`src/rtl/light_routine_scanner.sv`:
```
// LED bar scanner (bounce / rotate) with a cascaded BCD tick counter
// shown on active-low seven-segment digits.
module light_routine_scanner #(
  parameter int LED_COUNT  = 18,
  parameter int BAR_WIDTH  = 4,
  parameter int HEX_DIGITS = 4,
  parameter int PRESCALE   = 1
) (
  input  logic                              Clock,
  input  logic                              Reset,
  input  logic                              Enable,
  input  logic                              Mode,
  output logic [LED_COUNT+7*HEX_DIGITS-1:0] OutputBus
);

  localparam int PS_W  = (PRESCALE > 1) ? $clog2(PRESCALE) : 1;
  localparam int POS_W = (LED_COUNT > 1) ? $clog2(LED_COUNT) : 1;

  localparam logic [PS_W-1:0]  PS_LAST  = PS_W'(PRESCALE - 1);
  localparam logic [POS_W-1:0] POS_TOP  = POS_W'(LED_COUNT - BAR_WIDTH);
  localparam logic [POS_W-1:0] POS_LAST = POS_W'(LED_COUNT - 1);

  localparam logic [0:0] DIR_UP   = 1'b0;
  localparam logic [0:0] DIR_DOWN = 1'b1;

  logic [PS_W-1:0]            prescale;
  logic [POS_W-1:0]           pos, pos_next;
  logic [0:0]                 dir, dir_next;
  logic [HEX_DIGITS-1:0][3:0] bcd, bcd_next;

  logic tick;
  logic clamp;

  assign tick  = Enable && (prescale == PS_LAST);
  // Leaving rotate mode with the bar past the bounce range snaps it back at once.
  assign clamp = !Mode && (pos > POS_TOP);

  // NOTE: every combinational output gets a default first so no path leaves it unassigned (no latch).
  always_comb begin
    pos_next = pos;
    dir_next = dir;
    if (Mode) begin
      pos_next = (pos == POS_LAST) ? '0 : pos + POS_W'(1);
    end else if (dir == DIR_UP) begin
      if (pos < POS_TOP) begin
        pos_next = pos + POS_W'(1);
      end else begin
        dir_next = DIR_DOWN;
        pos_next = pos - POS_W'(1);
      end
    end else begin
      if (pos != '0) begin
        pos_next = pos - POS_W'(1);
      end else begin
        dir_next = DIR_UP;
        pos_next = pos + POS_W'(1);
      end
    end
  end

  // Ripple carry across the digits within one cycle.
  always_comb begin
    logic carry;
    bcd_next = bcd;
    carry    = 1'b1;
    for (int k = 0; k < HEX_DIGITS; k++) begin
      if (carry) begin
        if (bcd[k] == 4'd9) begin
          bcd_next[k] = 4'd0;
        end else begin
          bcd_next[k] = bcd[k] + 4'd1;
          carry       = 1'b0;
        end
      end
    end
  end

  // NOTE: sequential state uses non-blocking assignments so all registers update together.
  always_ff @(posedge Clock or negedge Reset) begin
    if (!Reset) begin
      prescale <= '0;
      pos      <= '0;
      dir      <= DIR_UP;
      // NOTE: the digit array is state the display depends on, so it is reset like any register.
      bcd      <= '0;
    end else begin
      if (Enable) begin
        prescale <= (prescale == PS_LAST) ? '0 : prescale + PS_W'(1);
      end
      if (clamp) begin
        pos <= POS_TOP;
        dir <= DIR_DOWN;
      end else if (tick) begin
        pos <= pos_next;
        dir <= dir_next;
      end
      if (tick) begin
        bcd <= bcd_next;
      end
    end
  end

  function automatic logic [6:0] seg7(input logic [3:0] v);
    case (v)
      4'd0:    seg7 = 7'b1000000;
      4'd1:    seg7 = 7'b1111001;
      4'd2:    seg7 = 7'b0100100;
      4'd3:    seg7 = 7'b0110000;
      4'd4:    seg7 = 7'b0011001;
      4'd5:    seg7 = 7'b0010010;
      4'd6:    seg7 = 7'b0000010;
      4'd7:    seg7 = 7'b1111000;
      4'd8:    seg7 = 7'b0000000;
      4'd9:    seg7 = 7'b0010000;
      default: seg7 = 7'b1111111;
    endcase
  endfunction

  logic [LED_COUNT-1:0]       leds;
  logic [HEX_DIGITS-1:0][6:0] segs;

  // Bit i is lit when its distance above pos, modulo the ring, is inside the bar.
  always_comb begin
    leds = '0;
    for (int i = 0; i < LED_COUNT; i++) begin
      int ofs;
      ofs = i - int'(pos);
      if (ofs < 0) ofs = ofs + LED_COUNT;
      leds[i] = (ofs < BAR_WIDTH);
    end
  end

  always_comb begin
    for (int k = 0; k < HEX_DIGITS; k++) begin
      segs[k] = seg7(bcd[k]);
    end
  end

  assign OutputBus = {leds, segs};

endmodule

```
`config.mk`:
```
export PLATFORM = sky130hd
export DESIGN_NAME = light_routine_scanner
export DESIGN_NICKNAME = d
export VERILOG_FILES = /design/src/rtl/light_routine_scanner.sv
export SDC_FILE = /design/constraint.sdc
export NUM_CORES = 1
export LEC_CHECK = 0
export ABC_CLOCK_PERIOD_IN_PS = 8300
export CELL_PAD_IN_SITES_DETAIL_PLACEMENT = 0
export CELL_PAD_IN_SITES_GLOBAL_PLACEMENT = 1
export CORE_ASPECT_RATIO = 0.75
export CORE_MARGIN = 2
export CORE_UTILIZATION = 35
export DETAILED_ROUTE_END_ITERATION = 8
export MAX_ROUTING_LAYER = met4
export PLACE_DENSITY = 0.74
export RECOVER_POWER = 50
export SLEW_MARGIN = 0
export SYNTH_ARGS = -nofsm -noshare
export SYNTH_HDL_FRONTEND = slang
export SYNTH_SLANG_ARGS = --single-unit
```
`constraint.sdc`:
```
create_clock -name Clock -period 8.3 [get_ports Clock]
set_input_delay 1.66 -clock Clock [delete_from_list [all_inputs] [get_ports Clock]]
set_output_delay 1.66 -clock Clock [all_outputs]
set_load 0.005 [all_outputs]
```
==> summary.md, run 1 <==
| Metric | Value |
|---|---|
| Sequential share of the synthesized area | `0.148` |
| Initial Util | `0.361` |
| Post-synth EDFFs | `0` |
| Detailed placement HPWL | `about 7.4 mm` |
| Total power | `approximately 2.3 mW` |
| Post-route ant nets | `0` |
| Final worst slack | `2.39 ns` |
| Vias in the first global route | `3368` |
| Highest Signal Layer | `met4` |
| CTS Hold Bufs | `0` |
| Wire length on met2 | `4.08 mm` |
| Wire length per cell | `approximately 15 um` |
| Port bufs | `49` |
| Clock tree buffer depth | `2` |
| Crit start category | `flip-flop` |
| CP Max Fanout | `17` |
| Avg Synthesized Cell Area | `7.22 um^2` |
| Worst-Skew Late Latency | `0.26 ns` |
| DIE WIDTH | `123 um` |
| Share of post-route cells with drive strength above 1 | `0.0573` |
| Routed wl met3 | `approximately 400 um` |
| Final Max Slew Viols | `0` |
| Yosys warnings | `0` |
| Hold Slack | `0.586 ns` |
| Global-route wire length before repair | `16.6 mm` |
| Setup_tns | `0 ns` |
| DRT Pass-1 Iters | `5` |
| DRT iter0 DRCs | `294` |
| Net Count, Synth | `570` |
| Worst Path Arrival | `4.25 ns` |
| Area of the multi-input gates | `2910 um^2` |
| Max cap viols | `0` |
| Required @ worst endpoint | `~6.6 ns` |
| Kind of critical path | `reg2out` |
| Critical Path End Type | `primary output` |
| Core area | `10300 um^2` |
| Dominant synthesized flop cell | `dfrtp_1` |
| Static Leak | `1.87 nW` |
| Mapped Cells | `514` |
| Largest net degree at the start of global routing | `26` |
| Register area | `551 um^2` |
| Fin. Hold Viols | `0` |
| #FFs+latches synth | `22` |
| Final Skew | `0.00491 ns` |
| Post-CTS setup buffers | `0` |
| Placer Congestion | `0.889` |
| Power Dens Cells | `531 nW/um^2` |
| CTS tree | `done` |
| FP Rows | `32` |
| Diode count | `0` |
| Final period utilization | `0.713` |
| Root Driver | `clkbuf_16` |
| Vias per cell | `between 5 and 6` |
| Post-Route WL | `between 9 and 10 mm` |
| CTS clk-pin slew, worst paths | `0.06 ns` |
| Overall routing resource usage | `0.181` |
| Peak Freq | `roughly 0.17 GHz` |
| Slew @ Worst Pin | `between 1 and 1.5 ns` |
| Async SR Flop Fraction | `1.00` |
| Post-CTS resize count | `0` |
| Peak VDD IR | `0.000314 V` |
| Clk sinks | `22` |
| Slew headroom | `0.330` |
| Status | `complete, no violations` |
| TritonCTS Buffers | `3` |
| # DRC | `0` |
| Gr ovfl total | `0` |
| Die area | `11400 um^2` |
| Htree depth | `1` |
| Most frequent cells in the layout | `nor2_1 (58), nand2_1 (54), ha_1 (52), a21oi_1 (47), o21ai_0 (41)` |
| Final core occ | `0.424` |
| Place WS | `2.71 ns` |
| P&R area growth vs syn | `17.5%` |
| Final setup vio count | `0` |
| Initial antenna violation count | `0` |
| RSZ-0062 raised after global routing | `false` |
| Io pins | `50` |
| Fill cell count | `1057` |
| Minimum clock period | `just under 6 ns` |
| Chip Height | `93.2 um` |
| Netlist cell types | `60` |
| Worst min path class | `reg2reg` |
| DR vias | `3664` |
| Most common cell after layout, fill and taps aside | `nor2_1` |
| Final nets | `598` |
| WL met1 | `5.37 mm` |
| Mapped cell area | `between 3000 and 4000 um^2` |
[sequential cells by signal, indices dropped and copies added (netlist names)]
register and flops:
bcd 16, pos 5, dir 1
[synthesized netlist by cell type (5+ instances only)]
cell      number  area [um^2]
nor2_1        57          214
nand2_1       54          203
ha_1          52          651
a21oi_1       47          235
o21ai_0       41          205
inv_1         30          113
dfrtp_1       22          551
xnor2_1       19          166
clkbuf_1      17         63.8
a31oi_1       16          100
nand2b_1      14         87.6
nor3_1        14         70.1
nand3_1       12         60.1
buf_2          9         45.0
nor2b_1        7         43.8
or2_2          7         43.8
and3_1         5         31.3
nor3b_1        5         37.5
[critical path, stage by stage, from the launching register on]
cell             delay, ns
dfrtp_1               0.72
clkinv_1              0.50
ha_1                  0.64
inv_1                 0.25
ha_1                  0.36
nand2b_1              0.18
or3_1                 0.37
a31o_2                0.25
a221oi_2              0.20
clkdlybuf4s50_1       0.53
[metrics by stage]
| step | cell area (um^2) | std cells |
|---|---|---|
| 2_1_floorplan | 3710 | 514 |
| 3_3_place_gp | 4260 | 673 |
| 3_5_place_dp | 4260 | 673 |
| 4_1_cts | 4370 | 677 |
| 5_1_grt | 4360 | 677 |
| 6_report | 4360 | 677 |
[layer usage]
metal / GRT usage / vias up
met5: - / -
met4: 0.0278 / 0
met3: 0.0213 / 2
met2: 0.247 / 86
met1: 0.285 / 1713
li1: - / 1863
[final cells by class]
type,instances,share of cell area
Clock inverter,1,0.00689
Inverter,34,0.0293
Tap cell,136,0.0390
Clock buffer,3,0.0172
Multi-Input combinational cell,431,0.667
Timing Repair Buffer,50,0.114
Sequential cell,22,0.126
[path summary, 6_finish.rpt]
| kind | from | end | slack [ns] | cells past startpoint |
|---|---|---|---|---|
| max in group asynchronous | Reset | bcd[7] | 5.67 | 1 |
| setup reg to reg | pos[2] | pos[3] | 5.19 | 9 |
| hold reg to reg | dir | dir | 0.59 | 1 |
| setup / recovery | pos[1] | OutputBus[38] | 2.39 | 9 |
| hold / removal | dir | dir | 0.59 | 1 |
| min in group asynchronous | Reset | bcd[10] | 2.02 | 1 |
[where the power goes]
part / leakage (nW) / switching [mW] / internal [mW]
Clock: 0.0511 / 0.0399 / 0.0958
Combinational: 1.55 / 0.969 / 0.970
Sequential: 0.261 / 0.101 / 0.140
Total: 1.87 / 1.11 / 1.21
[kinds of logic after synthesis]
kind of cell               share of synthesized area
AOI/OAI and AO/OA                              0.268
and+or+nand+nor                                0.238
buffers and inverters                         0.0651
adders and majority gates                      0.175
muxes                                         0.0199
DFF                                            0.148
xor gates and xnor gates                      0.0857
Power figures use the tool's default switching activity.
==> run 2: changes to the inputs <==
--- a/config.mk
+++ b/config.mk
@@ -5,7 +5,7 @@
 export SDC_FILE = /design/constraint.sdc
 export NUM_CORES = 1
 export LEC_CHECK = 0
-export ABC_CLOCK_PERIOD_IN_PS = 8300
+export ABC_CLOCK_PERIOD_IN_PS = 4900
 export CELL_PAD_IN_SITES_DETAIL_PLACEMENT = 0
 export CELL_PAD_IN_SITES_GLOBAL_PLACEMENT = 1
 export CORE_ASPECT_RATIO = 0.75
@@ -13,7 +13,7 @@
 export CORE_UTILIZATION = 35
 export DETAILED_ROUTE_END_ITERATION = 8
 export MAX_ROUTING_LAYER = met4
-export PLACE_DENSITY = 0.74
+export PLACE_DENSITY = 0.76
 export RECOVER_POWER = 50
 export SLEW_MARGIN = 0
 export SYNTH_ARGS = -nofsm -noshare
==> constraint.sdc (replaced) <==
create_clock -name Clock -period 4.9 [get_ports Clock]
set_input_delay 0.98 -clock Clock [delete_from_list [all_inputs] [get_ports Clock]]
set_output_delay 0.98 -clock Clock [all_outputs]
set_load 0.005 [all_outputs]
==> summary.md, run 2 (synthesis gave the netlist of run 1 again) <==
| Metric | Value |
|---|---|
| Status | `complete, no violations` |
| Share of post-route cells with drive strength above 1 | `0.0743 (+0.0170)` |
| Final setup vio count | `0 (unchanged)` |
| Fill cell count | `1018 (-3.7%)` |
| Peak VDD IR | `0.000560 V (+78%)` |
| # DRC | `0 (unchanged)` |
| Minimum clock period | `4.40 ns` |
| Clock tree buffer depth | `2 (unchanged)` |
| Setup_tns | `0 ns (unchanged)` |
| Post-CTS resize count | `0 (unchanged)` |
| Final period utilization | `0.898` |
| Initial Util | `0.361 (unchanged)` |
| Largest net degree at the start of global routing | `25 (-3.8%)` |
| Worst-Skew Late Latency | `0.26 ns (about the same)` |
| Wire length per cell | `14.6 um (+0.26%)` |
| Max cap viols | `0 (unchanged)` |
| Initial antenna violation count | `0 (unchanged)` |
| Inst Count DP | `684 (+1.6%)` |
| Port bufs | `49 (unchanged)` |
| Vias per cell | `5.40 (-0.20%)` |
| Placer Congestion | `0.911 (+2.5%)` |
| Static Leak | `1.92 nW (+2.8%)` |
| Vias in the first global route | `3350 (-0.53%)` |
| P&R area growth vs syn | `19.6%` |
| Chip Height | `93.2 um (unchanged)` |
| Slew @ Worst Pin | `1.04 ns (+0.0354 ns)` |
| Overall routing resource usage | `0.182 (+0.00139)` |
| CTS Hold Bufs | `0 (unchanged)` |
| Required @ worst endpoint | `3.92 ns (-2.72 ns)` |
| Worst Path Arrival | `3.42 ns (-0.83 ns)` |
| Power Dens Cells | `908 nW/um^2 (+71%)` |
| Peak Freq | `roughly 0.23 GHz` |
| Worst min path class | `reg2reg` |
| R2R Path End | `pos[3]` |
| Final worst slack | `0.499 ns (-1.89 ns)` |
| R2R Setup Slk | `2.02 ns (-3.17 ns)` |
| Io pins | `50 (unchanged)` |
| Htree depth | `1 (unchanged)` |
| DRT iter0 DRCs | `275 (-6.5%)` |
| Gr ovfl total | `0 (unchanged)` |
| Final Skew | `0.00711 ns (+0.00220 ns)` |
| Biggest regs | `bcd x16, pos x5, dir x1` |
| Crit start category | `flip-flop` |
| Clk sinks | `22 (unchanged)` |
| End of the critical path | `OutputBus[44]` |
| FP Rows | `32 (unchanged)` |
| Hold_sp | `dir` |
| CP Max Fanout | `9 (-8)` |
| Non-Filler Instances | `688 (+1.6%)` |
| Worst setup path start | `pos[0]` |
| RSZ-0062 raised after global routing | `false` |
| Slew headroom | `0.307 (-0.0237)` |
| DIE WIDTH | `123 um (unchanged)` |
| Post-route ant nets | `0 (unchanged)` |
| Most frequent cells in the layout | `nor2_1 (58), nand2_1 (54), ha_1 (52), a21oi_1 (47), o21ai_0 (41)` |
| Place WS | `0.799 ns (-1.92 ns)` |
| Critical Path End Type | `primary output` |
| Global-route wire length before repair | `16.7 mm (+0.71%)` |
| Core area | `10300 um^2 (unchanged)` |
| TritonCTS Buffers | `3 (unchanged)` |
| CTS tree | `done` |
| Die area | `11400 um^2 (unchanged)` |
| CTS clk-pin slew, worst paths | `0.06 ns (about the same)` |
| Kind of critical path | `reg2out` |
| DR vias | `3716 (+1.4%)` |
| R2R depth | `9 (unchanged)` |
| FF-to-FF Start | `pos[2]` |
| Most common cell after layout, fill and taps aside | `nor2_1` |
| Detailed placement HPWL | `7.66 mm (+3.4%)` |
| Diode count | `0 (unchanged)` |
| Post-CTS setup buffers | `0 (unchanged)` |
| Post-Route WL | `10.1 mm (+1.9%)` |
| Final nets | `609 (+1.8%)` |
| Fin. Hold Viols | `0 (unchanged)` |
| DRT Pass-1 Iters | `5 (unchanged)` |
| Max reg flops | `16 (unchanged)` |
| Root Driver | `clkbuf_16` |
| Final Max Slew Viols | `0 (unchanged)` |
| Largest register by flop count | `bcd` |
[run 2: cell count changes in the layout (fill, tap and decap cells not counted)]
cell / previous run / this run
dlygate4sd3_1: 9 / 10
a211oi_2: 1 / 0
clkdlybuf4s50_1: 40 / 39
buf_4: 1 / 12
a211oi_1: 0 / 1
[run 2: critical path, stage by stage, from the launching register on]
cell and delay [ns]:
dfrtp_1 0.52, inv_2 0.14, ha_1 0.33, xor2_2 0.35
inv_2 0.13, ha_1 0.29, xnor3_1 0.36, a311oi_2 0.28
a21oi_1 0.10, nor3_1 0.14, clkdlybuf4s50_1 0.52
[run 2: final cells by class]
| cell class | instances | area, um^2 | area share |
|---|---|---|---|
| inverters | 34 | 128 | 0.0288 |
| multi-input cells | 431 | 2900 | 0.654 |
| clock buffers | 3 | 75.1 | 0.0169 |
| well taps | 136 | 170 | 0.0383 |
| clock inverters | 1 | 30.0 | 0.00677 |
| repair buffers | 61 | 581 | 0.131 |
| flip-flops and latches | 22 | 551 | 0.124 |
[run 2: metrics by stage]
| step | area, um^2 | hold slack, ns | total power, mW | util |
|---|---|---|---|---|
| after global routing | 4440 | 0.635 | 4.41 | 0.431 |
| after global placement | 4350 | 0.572 | 3.75 | 0.422 |
| after CTS | 4450 | 0.594 | 4.04 | 0.433 |
| after detailed placement | 4350 | 0.581 | 3.78 | 0.422 |
| after floorplan | 3710 | 0.533 | 2.51 | - |
| final | 4440 | 0.597 | 4.03 | 0.431 |
[run 2: how the worst min path moves through the flow]
stage | to | cells after the start
after floorplan | dir | 1
after global placement | dir | 1
after detailed placement | dir | 1
after CTS | dir | 1
after global routing | dir | 1
final | dir | 1
[run 2: power by group]
part           internal (mW)  switching [mW]
clock network          0.162          0.0674
registers              0.239           0.123
logic                   1.71            1.73
[run 2: layer usage]
layer / up-vias / global-route usage / share of wire
met1: 1746 / 0.280 / 0.55
met2: 82 / 0.266 / 0.42
met4: 0 / 0.0182 / 0.0016
li1: 1886 / - / -
met5: - / - / 0
met3: 2 / 0.0171 / 0.035
